$ cat config.mk
export PLATFORM = sky130hd
export DESIGN_NAME = uart_tx_arbiter
export DESIGN_NICKNAME = d
export VERILOG_FILES = /design/src/rtl/uart_tx_arbiter.sv
export SDC_FILE = /design/constraint.sdc
export NUM_CORES = 1
export LEC_CHECK = 0
export BUFFER_PORTS_ARGS = -buffer_cell sky130_fd_sc_hd__buf_2
export CORE_MARGIN = 10
export CORE_UTILIZATION = 35
export CTS_BUF_LIST = sky130_fd_sc_hd__clkbuf_16
export CTS_CLUSTER_SIZE = 20
export DETAILED_ROUTE_END_ITERATION = 16
export PLACE_DENSITY = 0.69
export SLEW_MARGIN = 10
export SYNTH_ARGS = -nofsm -noshare
export SYNTH_HDL_FRONTEND = slang
export SYNTH_SLANG_ARGS = --single-unit
$ cat constraint.sdc
create_clock -name clk -period 1.7 [get_ports clk]
set_input_delay 0.17 -clock clk [delete_from_list [all_inputs] [get_ports clk]]
set_output_delay 0.17 -clock clk [all_outputs]
set_load 0.02 [all_outputs]
$ cat src/rtl/uart_tx_arbiter.sv
// Two-requester round-robin arbiter feeding a UART TX FIFO. Grants are held for
// a packet or up to MAX_BURST bytes; every state update is qualified by s_tick.
module uart_tx_arbiter #(
    parameter int DATA_SIZE = 8,
    parameter int MAX_BURST = 4
) (
    input  logic                 clk,
    input  logic                 reset_n,
    input  logic                 s_tick,
    input  logic                 req0_valid,
    input  logic [DATA_SIZE-1:0] req0_data,
    input  logic                 req0_last,
    output logic                 req0_ready,
    input  logic                 req1_valid,
    input  logic [DATA_SIZE-1:0] req1_data,
    input  logic                 req1_last,
    output logic                 req1_ready,
    input  logic                 fifo_full,
    output logic                 fifo_wr,
    output logic [DATA_SIZE-1:0] fifo_wdata,
    output logic [1:0]           grant,
    output logic                 busy
);

    localparam int CW = $clog2(MAX_BURST + 1);

    typedef enum logic [1:0] {
        IDLE = 2'b00,
        GNT0 = 2'b01,
        GNT1 = 2'b10
    } state_e;

    state_e                 state_q, state_d;
    logic                   ptr_q, ptr_d;
    logic [CW-1:0]          cnt_q, cnt_d;
    logic [1:0]             grant_q, grant_d;
    logic                   busy_q, busy_d;

    logic                   own_valid_s;
    logic                   own_last_s;
    logic [DATA_SIZE-1:0]   own_data_s;
    logic                   xfer_s;
    logic [CW-1:0]          cnt_inc_s;

    // Select the current owner's request signals.
    always_comb begin
        own_valid_s = 1'b0;
        own_last_s  = 1'b0;
        own_data_s  = {DATA_SIZE{1'b0}};
        case (state_q)
            GNT0: begin
                own_valid_s = req0_valid;
                own_last_s  = req0_last;
                own_data_s  = req0_data;
            end
            GNT1: begin
                own_valid_s = req1_valid;
                own_last_s  = req1_last;
                own_data_s  = req1_data;
            end
            default: begin
                own_valid_s = 1'b0;
                own_last_s  = 1'b0;
                own_data_s  = {DATA_SIZE{1'b0}};
            end
        endcase
    end

    // Handshake and FIFO write path; data passes straight through unregistered.
    always_comb begin
        req0_ready = (state_q == GNT0) & s_tick & ~fifo_full;
        req1_ready = (state_q == GNT1) & s_tick & ~fifo_full;
        xfer_s     = own_valid_s & s_tick & ~fifo_full;
        fifo_wr    = xfer_s;
        fifo_wdata = own_data_s;
        cnt_inc_s  = cnt_q + {{(CW-1){1'b0}}, 1'b1};
    end

    // Next-state, round-robin pointer and burst counter.
    always_comb begin
        state_d = state_q;
        ptr_d   = ptr_q;
        cnt_d   = cnt_q;
        if (s_tick) begin
            case (state_q)
                IDLE: begin
                    if (req0_valid && (!req1_valid || !ptr_q)) begin
                        state_d = GNT0;
                        cnt_d   = {CW{1'b0}};
                    end else if (req1_valid) begin
                        state_d = GNT1;
                        cnt_d   = {CW{1'b0}};
                    end else begin
                        state_d = IDLE;
                    end
                end
                GNT0, GNT1: begin
                    if (!own_valid_s) begin
                        state_d = IDLE;
                        ptr_d   = (state_q == GNT0);
                    end else if (xfer_s) begin
                        cnt_d = cnt_inc_s;
                        if (own_last_s || (cnt_inc_s == CW'(MAX_BURST))) begin
                            state_d = IDLE;
                            ptr_d   = (state_q == GNT0);
                        end else begin
                            state_d = state_q;
                        end
                    end else begin
                        // FIFO full: owner keeps the grant, count frozen
                        state_d = state_q;
                    end
                end
                default: begin
                    state_d = IDLE;
                end
            endcase
        end else begin
            state_d = state_q;
        end
        grant_d = state_d;
        busy_d  = (state_d != IDLE);
    end

    // State register with registered grant/busy decodes.
    always_ff @(posedge clk or negedge reset_n) begin
        if (!reset_n) begin
            state_q <= IDLE;
            ptr_q   <= 1'b0;
            cnt_q   <= {CW{1'b0}};
            grant_q <= 2'b00;
            busy_q  <= 1'b0;
        end else begin
            state_q <= state_d;
            ptr_q   <= ptr_d;
            cnt_q   <= cnt_d;
            grant_q <= grant_d;
            busy_q  <= busy_d;
        end
    end

    assign grant = grant_q;
    assign busy  = busy_q;

endmodule

# [Word-level counts from Yosys, hierarchy flattened]
# Index checks and enable logic that the tools add are counted.
[classes] bitwise_logic=7 n_eq_ne=8 addsub=1 n_mux=18 n_reduce_logical=11
[op_table] cell="$pmux 8 s2" count=1
[op_table] cell="$mux 2" count=6
[op_table] cell="$mux 3" count=4
[op_table] cell="$and 1x1->1" count=6
[op_table] cell="$ne 2x2->1 const B" count=3
[op_table] cell="$pmux 3 s2" count=1
[op_table] cell="$reduce_and 5->1" count=1
[op_table] cell="$pmux 1 s2" count=2
[op_table] cell="$pmux 2 s2" count=1
[op_table] cell="$reduce_and 4->1" count=1
[op_table] cell="$reduce_bool 2->1" count=2
[op_table] cell="$add 3x1->3 const B" count=1
[op_table] cell="$eq 3x3->1 const B" count=1
[op_table] cell="$mux 1" count=3
[op_table] cell="$ne 3x3->1 const B" count=1
[op_table] cell="$eq 2x1->1 const B" count=1
[op_table] cell="$eq 2x2->1 const B" count=1
[op_table] cell="$logic_not 1->1" count=2
[op_table] cell="$logic_not 2->1" count=1
[op_table] cell="$logic_or 1x1->1" count=2
[op_table] cell="$ne 2x1->1 const B" count=1
[op_table] cell="$reduce_or 2->1" count=1
[op_table] cell="$logic_and 1x1->1" count=1
[op_table] cell="$not 1->1" count=1
[totals] register_bits=7 in_bits=24 word_cells=49 out_inout_bits=14

# [Logic depth before layout (Yosys ltp)]
# Gate-level depths: netlist of run 1.
[logic_depth] word_depth=9 ltp_mapped=7 ltp_nobuf=6

# [Worst setup path before layout of run 1]
# OpenSTA, ideal clock, no wires.
[synth_timing] path_kind="flip-flop to flip-flop" start="reg grant[0] (netlist name)" end="reg cnt_q[0]" setup_ns=0.065 synth_period_minus_slack_ns=1.862 path_stages_with_launch=6 t_arrival_ns=1.797 path_slack_ns=-0.162 n_path_buf=0 t_required_ns=1.635 cell_sequence="dfrtp_1 > inv_1 > ha_1 > or4b_4 > inv_1 > mux2_2"
[synth_rtl] element="to (signal assigned)" line="130" source="cnt_q <= {CW{1'b0}};"
[synth_rtl] element="to (signal assigned)" line="136" source="cnt_q <= cnt_d;"
[synth_rtl] element="to (decl)" line="35" source="logic [CW-1:0] cnt_q, cnt_d;"

==> results.json, run 1 <==
{
  "syn_inst": 75,
  "start_util": 0.371,
  "synth_cell_types": 28,
  "synth-edff-count": 0,
  "avgSynthCellArea_um2": 8.62,
  "synthesis.nets": 105,
  "num_rows": 15,
  "grt_pass1_vias": 833,
  "syn_to_final_growth_pct": 87.2,
  "io_pins": 38,
  "end_kind": "primary output",
  "die_w_um": 63.0,
  "wl_per_cell_um": 16.0,
  "dpl_cell_area_um2": 935,
  "finalNetCount": 161,
  "dp_hpwl_um": 1770,
  "finalInstanceArea_um2": 1210,
  "p_leak_nw": 0.582,
  "die-area_um2": 3970,
  "rsz0062_at_grt": "true",
  "crit_buf_inv": 3,
  "grt_pass1_wl_um": 4060,
  "clkSlewWorstSetupHoldPaths_ps": 40,
  "crit_fanout": 3,
  "critPathMostFrequentCell": "inv_4",
  "period_needed_ps": 1870,
  "maxCapViolations": 0,
  "cp.required_ps": 1530,
  "slowest_stage": "or4b_4",
  "fillers": 128,
  "grt_usage": 0.124,
  "grt_antenna_before_repair": 0,
  "crit_path_start_kind": "flip-flop",
  "crit_arrival_ps": 1700,
  "synthTopCellsByCount": "9 x a22oi_1, 8 x nor2b_1, 7 x dfrtp_1",
  "drc": 0,
  "die_h_um": 63.0,
  "synth_top_area_frac": 0.271,
  "crit_chain": "inv_4, ha_4, a22oi_2, or4b_4, inv_4, buf_6",
  "drt-total-wl_um": 2490,
  "core-area_um2": 1750,
  "ant_nets": 0,
  "via_per_inst": 5.26,
  "maxSlewViolCount": 0,
  "place_ws_ps": -15.1,
  "grt_start_max_net_pins": 14,
  "tightest_slew_ps": 398,
  "placed_cells": 143,
  "hold_viol": 0,
  "drive_above_1_share": 0.615,
  "port_buffers": 37,
  "r2r_setup_slack_ps": -50,
  "clock-root-buffer": "clkbuf_16",
  "antenna_cells": 0,
  "yosysWarnings": 0,
  "seq_area_frac_synth": 0.271,
  "cts_tree": "built",
  "max_slew_margin": 0.734,
  "crit_family": "simple AND/OR/NAND/NOR gates",
  "synth_top_flop_cell": "dfrtp_1",
  "multi_input_area_um2": 541,
  "ys_async_sr_fraction": 1.00,
  "setup_viol": 11,
  "vias": 815,
  "seq_area_um2": 178,
  "drtPass1Iterations": 4,
  "path_class": "flip-flop to primary output",
  "numCtsBuffers": 3,
  "cp_slowest_stage_delay_ps": 520,
  "peakVddDrop_v": 0.00102,
  "power_density_nw_per_um2": 1660,
  "worstHoldPathType": "input port to async pin",
  "clockBufferDepth": 2,
  "cts_num_sinks": 7,
  "grt.overflow.total": 0,
  "synth_top_area_cell": "dfrtp_1",
  "drtIter0Drc": 22,
  "timing.final.crit_share": 1.10,
  "place_congestion": 0.875,
  "yosys-top-cells-area": "dfrtp_1 27%, ha_1 12%, a22oi_1 10%, nor2b_1 7.7%, nor3b_1 4.6%",
  "h-tree-depth": 1,
  "finalNonFillerCells": 155,
  "violations": "setup timing",
  "setup_slack_ps": -167,
  "skew_ps": 4.92,
  "yosys.cell_count.top_type": "a22oi_1",
  "setup_tns_ps": -542,
  "synth_area_um2": 647,
  "status": "complete, but fails checks",
  "max_freq_ghz": 0.536,
  "synth_seq_cells": 7,
  "insertion_delay_ps": 230
}
-- cells in the final DEF, fill, tap and decap left out, types with 3 or more instances in the layout --
| cell | Yosys | layout |
|---|---|---|
| ha_1 | 6 | 3 |
| inv_4 | 0 | 3 |
| inv_1 | 5 | 3 |
| clkbuf_16 | 0 | 3 |
| nand2_1 | 4 | 4 |
| nor2b_1 | 8 | 8 |
| ha_4 | 0 | 3 |
| nand2b_1 | 3 | 3 |
| a22oi_2 | 0 | 9 |
| dfrtp_1 | 7 | 5 |
| buf_4 | 0 | 21 |
| buf_6 | 0 | 4 |
| o21ai_1 | 0 | 3 |
| buf_2 | 0 | 28 |
-- cell families (layout without fill, tap and decap cells) --
family,Yosys count,after routing,synth area share
buf+inv,9,64,0.0522
simple gates,26,26,0.244
flops,7,7,0.271
xor+xnor,1,1,0.0135
mux,3,3,0.0484
fa+ha+maj,6,6,0.116
compound gates,23,23,0.255
-- worst register-to-register path, stage by stage, from the launching register on --
cell and delay (ps):
dfrtp_2 430, inv_4 90, ha_4 140, a22oi_2 70, or4b_4 520, buf_4 170
nor2_4 70, mux2i_1 170
-- stage by stage --
| step | util | hold WS (ps) | power [mW] |
|---|---|---|---|
| floorplan | - | -126 | 0.921 |
| global route | 0.694 | 311 | 2.15 |
| CTS | 0.649 | 307 | 1.85 |
| global placement | 0.535 | 7.44 | 1.25 |
| detailed placement | 0.535 | 14.4 | 1.27 |
| finish | 0.694 | 302 | 2.01 |
-- state kept, by name, summed over array words and instances (netlist names) --
| name | count |
|---|---|
| cnt_q | 3 |
| grant | 2 |
| busy | 1 |
| ptr_q | 1 |
-- per-layer routing --
| layer | track usage | vias to the layer above | wire, um |
|---|---|---|---|
| li1 | - | 386 | - |
| met1 | 0.139 | 373 | 1060 |
| met2 | 0.199 | 45 | 1140 |
| met3 | 0.0448 | 11 | 212 |
| met4 | 0.0642 | 0 | 75 |
| met5 | 0 | - | 0 |
-- power by group --
group,switching (mW),leakage [nW],internal [mW]
Sequential,0.0532,0.0897,0.225
Clock,0.0939,0.0423,0.306
Combinational,0.669,0.450,0.661
-- what timing repair did --
| action | CTS | global route |
|---|---|---|
| pin swaps | 3 | 10 |
| endpoints found under the setup margin | 2 | 17 |
| hold buffers | 1 | 0 |
| setup buffers | 7 | 0 |
| gates cloned | 0 | 0 |
| endpoints found under the hold margin | 7 | 0 |
| resized for setup | 13 | 21 |
-- area by class of cell --
cell class	count	area share
Timing Repair Buffer	54	0.291
Inverter	6	0.0248
Clock inverter	1	0.00310
Tap cell	25	0.0258
Sequential cell	7	0.147
Multi-Input combinational cell	59	0.446
Clock buffer	3	0.0620
-- worst paths after layout --
kind,startpoint,end,depth (start not counted)
hold reg to reg,cnt_q[2]$_DFFE_PN0P_,cnt_q[2]$_DFFE_PN0P_,1
max in group asynchronous,reset_n,grant[1]$_DFF_PN0_,2
setup reg to reg,grant[1]$_DFF_PN0_,ptr_q$_DFFE_PN0P_,7
hold / removal,reset_n,ptr_q$_DFFE_PN0P_,2
setup / recovery,grant[1]$_DFF_PN0_,fifo_wr,6
min in group clk,s_tick,busy$_DFF_PN0_,3
No activity file was read; power rests on OpenSTA's default activity.
==> run 2: changes to the inputs <==
ABC_AREA = 1   (was default)
CAP_MARGIN = 10   (was default)
==> results.json, run 2 <==
{
  "cp_slowest_stage_delay_ps": 440,
  "maxSlewViolCount": 0,
  "power_density_nw_per_um2": 1300,
  "path_class": "flip-flop to primary output",
  "crit_arrival_ps": 1420,
  "p_leak_nw": 0.602,
  "crit_chain": "inv_4, ha_4, buf_4, nand2_1, a21oi_1, buf_2",
  "core-area_um2": 1730,
  "dpl_cell_area_um2": 872,
  "drtPass1Iterations": 4,
  "maxCapViolations": 0,
  "grt_usage": 0.109,
  "fillers": 163,
  "grt_pass1_wl_um": 3660,
  "clock-root-buffer": "clkbuf_16",
  "tightest_slew_ps": 253,
  "clkSlewWorstSetupHoldPaths_ps": 30,
  "hold_viol": 0,
  "synth_seq_cells": 7,
  "cts_num_sinks": 7,
  "synth_top_area_frac": 0.275,
  "avgSynthCellArea_um2": 6.31,
  "rsz0062_at_grt": "false",
  "crit_family": "flip-flops",
  "yosys.cell_count.top_type": "nand2_1",
  "grt.overflow.total": 0,
  "antenna_cells": 0,
  "drtIter0Drc": 45,
  "synth_area_um2": 637,
  "vias": 796,
  "slowest_stage": "dfrtp_2",
  "max_slew_margin": 0.831,
  "crit_path_start_kind": "flip-flop",
  "largest_reg_flops": 3,
  "clockBufferDepth": 2,
  "synth_cell_types": 16,
  "period_needed_ps": 1590,
  "ys_async_sr_fraction": 1.00,
  "timing.final.crit_share": 0.934,
  "holdWs_ps": 308,
  "start_util": 0.369,
  "cp.required_ps": 1530,
  "final_common_cell": "nand2_1",
  "total_power_mw": 1.41,
  "crit_fanout": 9,
  "worstHoldPathType": "input port to async pin",
  "synth_top_flop_cell": "dfrtp_1",
  "grt_antenna_before_repair": 0,
  "die-area_um2": 3930,
  "skew_ps": 0.682,
  "setup_slack_ps": 112,
  "yosysWarnings": 0,
  "num_rows": 15,
  "yosys-top-cells-area": "dfrtp_1 28%, nand2_1 27%, ha_1 12%, a21oi_1 8.6%, inv_1 5.9%",
  "seq_area_frac_synth": 0.275,
  "peakVddDrop_v": 0.000868,
  "cts_tree": "built",
  "place_ws_ps": 15.7,
  "wl_per_cell_um": 12.1,
  "max_freq_ghz": 0.630,
  "drt-total-wl_um": 2060,
  "dp_hpwl_um": 1670,
  "finalNonFillerCells": 171,
  "status": "completed",
  "insertion_delay_ps": 230,
  "die_h_um": 62.7,
  "synthesis.nets": 131,
  "layout_common_cells": "43 x nand2_1, 31 x buf_2, 9 x inv_1",
  "setup_tns_ps": 0,
  "top_register": "cnt_q",
  "via_per_inst": 4.65,
  "crit_buf_inv": 3,
  "drc": 0,
  "place_congestion": 0.838,
  "ant_nets": 0,
  "end_kind": "primary output",
  "finalNetCount": 177,
  "post-route-util": 0.625,
  "synthTopCellsByCount": "46 x nand2_1, 11 x a21oi_1, 10 x inv_1",
  "drive_above_1_share": 0.438,
  "syn_to_final_growth_pct": 69.4,
  "placed_cells": 164,
  "grt_start_max_net_pins": 11,
  "h-tree-depth": 1,
  "port_buffers": 37,
  "grt_pass1_vias": 840,
  "synth-edff-count": 0,
  "syn_inst": 101,
  "finalInstanceArea_um2": 1080,
  "die_w_um": 62.7,
  "io_pins": 38,
  "synth_top_area_cell": "dfrtp_1",
  "numCtsBuffers": 3,
  "setup_viol": 0
}
## run 2: cell types whose count changed in the layout (fill, tap and decap cells not counted), moves of 3 or more
cell | previous run | this run
nor2_1 | 2 | 7
inv_1 | 3 | 9
buf_4 | 21 | 8
a22oi_2 | 9 | 0
nor2b_1 | 8 | 0
a21oi_1 | 1 | 7
nand2b_1 | 3 | 0
buf_2 | 28 | 31
a21oi_2 | 0 | 4
nand2_2 | 0 | 3
nand2_1 | 4 | 43
## run 2: worst reg2reg max path, stage by stage (launching register included)
cell and delay [ps]:
dfrtp_2 440, buf_12 140, ha_4 170, nand2_2 60, nand2_2 70, nand2_4 100, buf_4 130, nor2_1 40
nand2_1 60, nand2_1 60, a21oi_2 140, nand2_1 70
## run 2: area by class of cell
cell class	count	area (um^2)	share of cell area
Sequential cell	7	178	0.165
Clock inverter	1	3.75	0.00348
Inverter	12	50.0	0.0464
Timing Repair Buffer	43	268	0.248
Tap cell	25	31.3	0.0290
Multi-Input combinational cell	80	473	0.439
Clock buffer	3	75.1	0.0696
## run 2: metal layers
metal	vias up	GRT usage	share of wire
met5	-	0	0
met4	0	0.0251	0.0029
met3	2	0.0520	0.10
met2	40	0.172	0.42
met1	349	0.129	0.47
li1	405	-	-
## run 2: final timing paths
path	cells after the start	slack (ps)	startpoint	endpoint
min in group clk	4	340	s_tick	grant[0]$_DFF_PN0_
min	2	310	reset_n	busy$_DFF_PN0_
min reg2reg	2	500	cnt_q[2]$_DFFE_PN0P_	cnt_q[2]$_DFFE_PN0P_
max reg2reg	11	120	grant[0]$_DFF_PN0_	busy$_DFF_PN0_
max	6	110	grant[0]$_DFF_PN0_	fifo_wdata[3]
max in group asynchronous	2	1220	reset_n	grant[0]$_DFF_PN0_
## run 2: timing repair
action | in CTS | in global routing
endpoints found under the setup margin | 10 | 15
cloned | 0 | 0
buffers inserted | 2 | 1
resized for setup | 12 | 13
hold buffers | 1 | 0
pin swaps | 1 | 0
hold endpoints to repair | 7 | 0
## run 2: logic make-up (layout without fill, tap and decap cells)
kind of cell             count (synthesis)  after routing  synth area share
adder cells (fa/ha/maj)                  6              6             0.118
flip-flops                               7              7             0.275
buffers and inverters                   14             59            0.0845
AND/OR/NAND/NOR                         58             58             0.383
AO/OA/AOI/OAI                           16             16             0.139
## run 2: power by group
part | total, mW | internal, mW | leakage [nW] | switching [mW]
combinational | 0.749 | 0.313 | 0.469 | 0.437
clock | 0.385 | 0.305 | 0.0423 | 0.0802
sequential | 0.272 | 0.221 | 0.0904 | 0.0513
total | 1.41 | 0.839 | 0.602 | 0.568
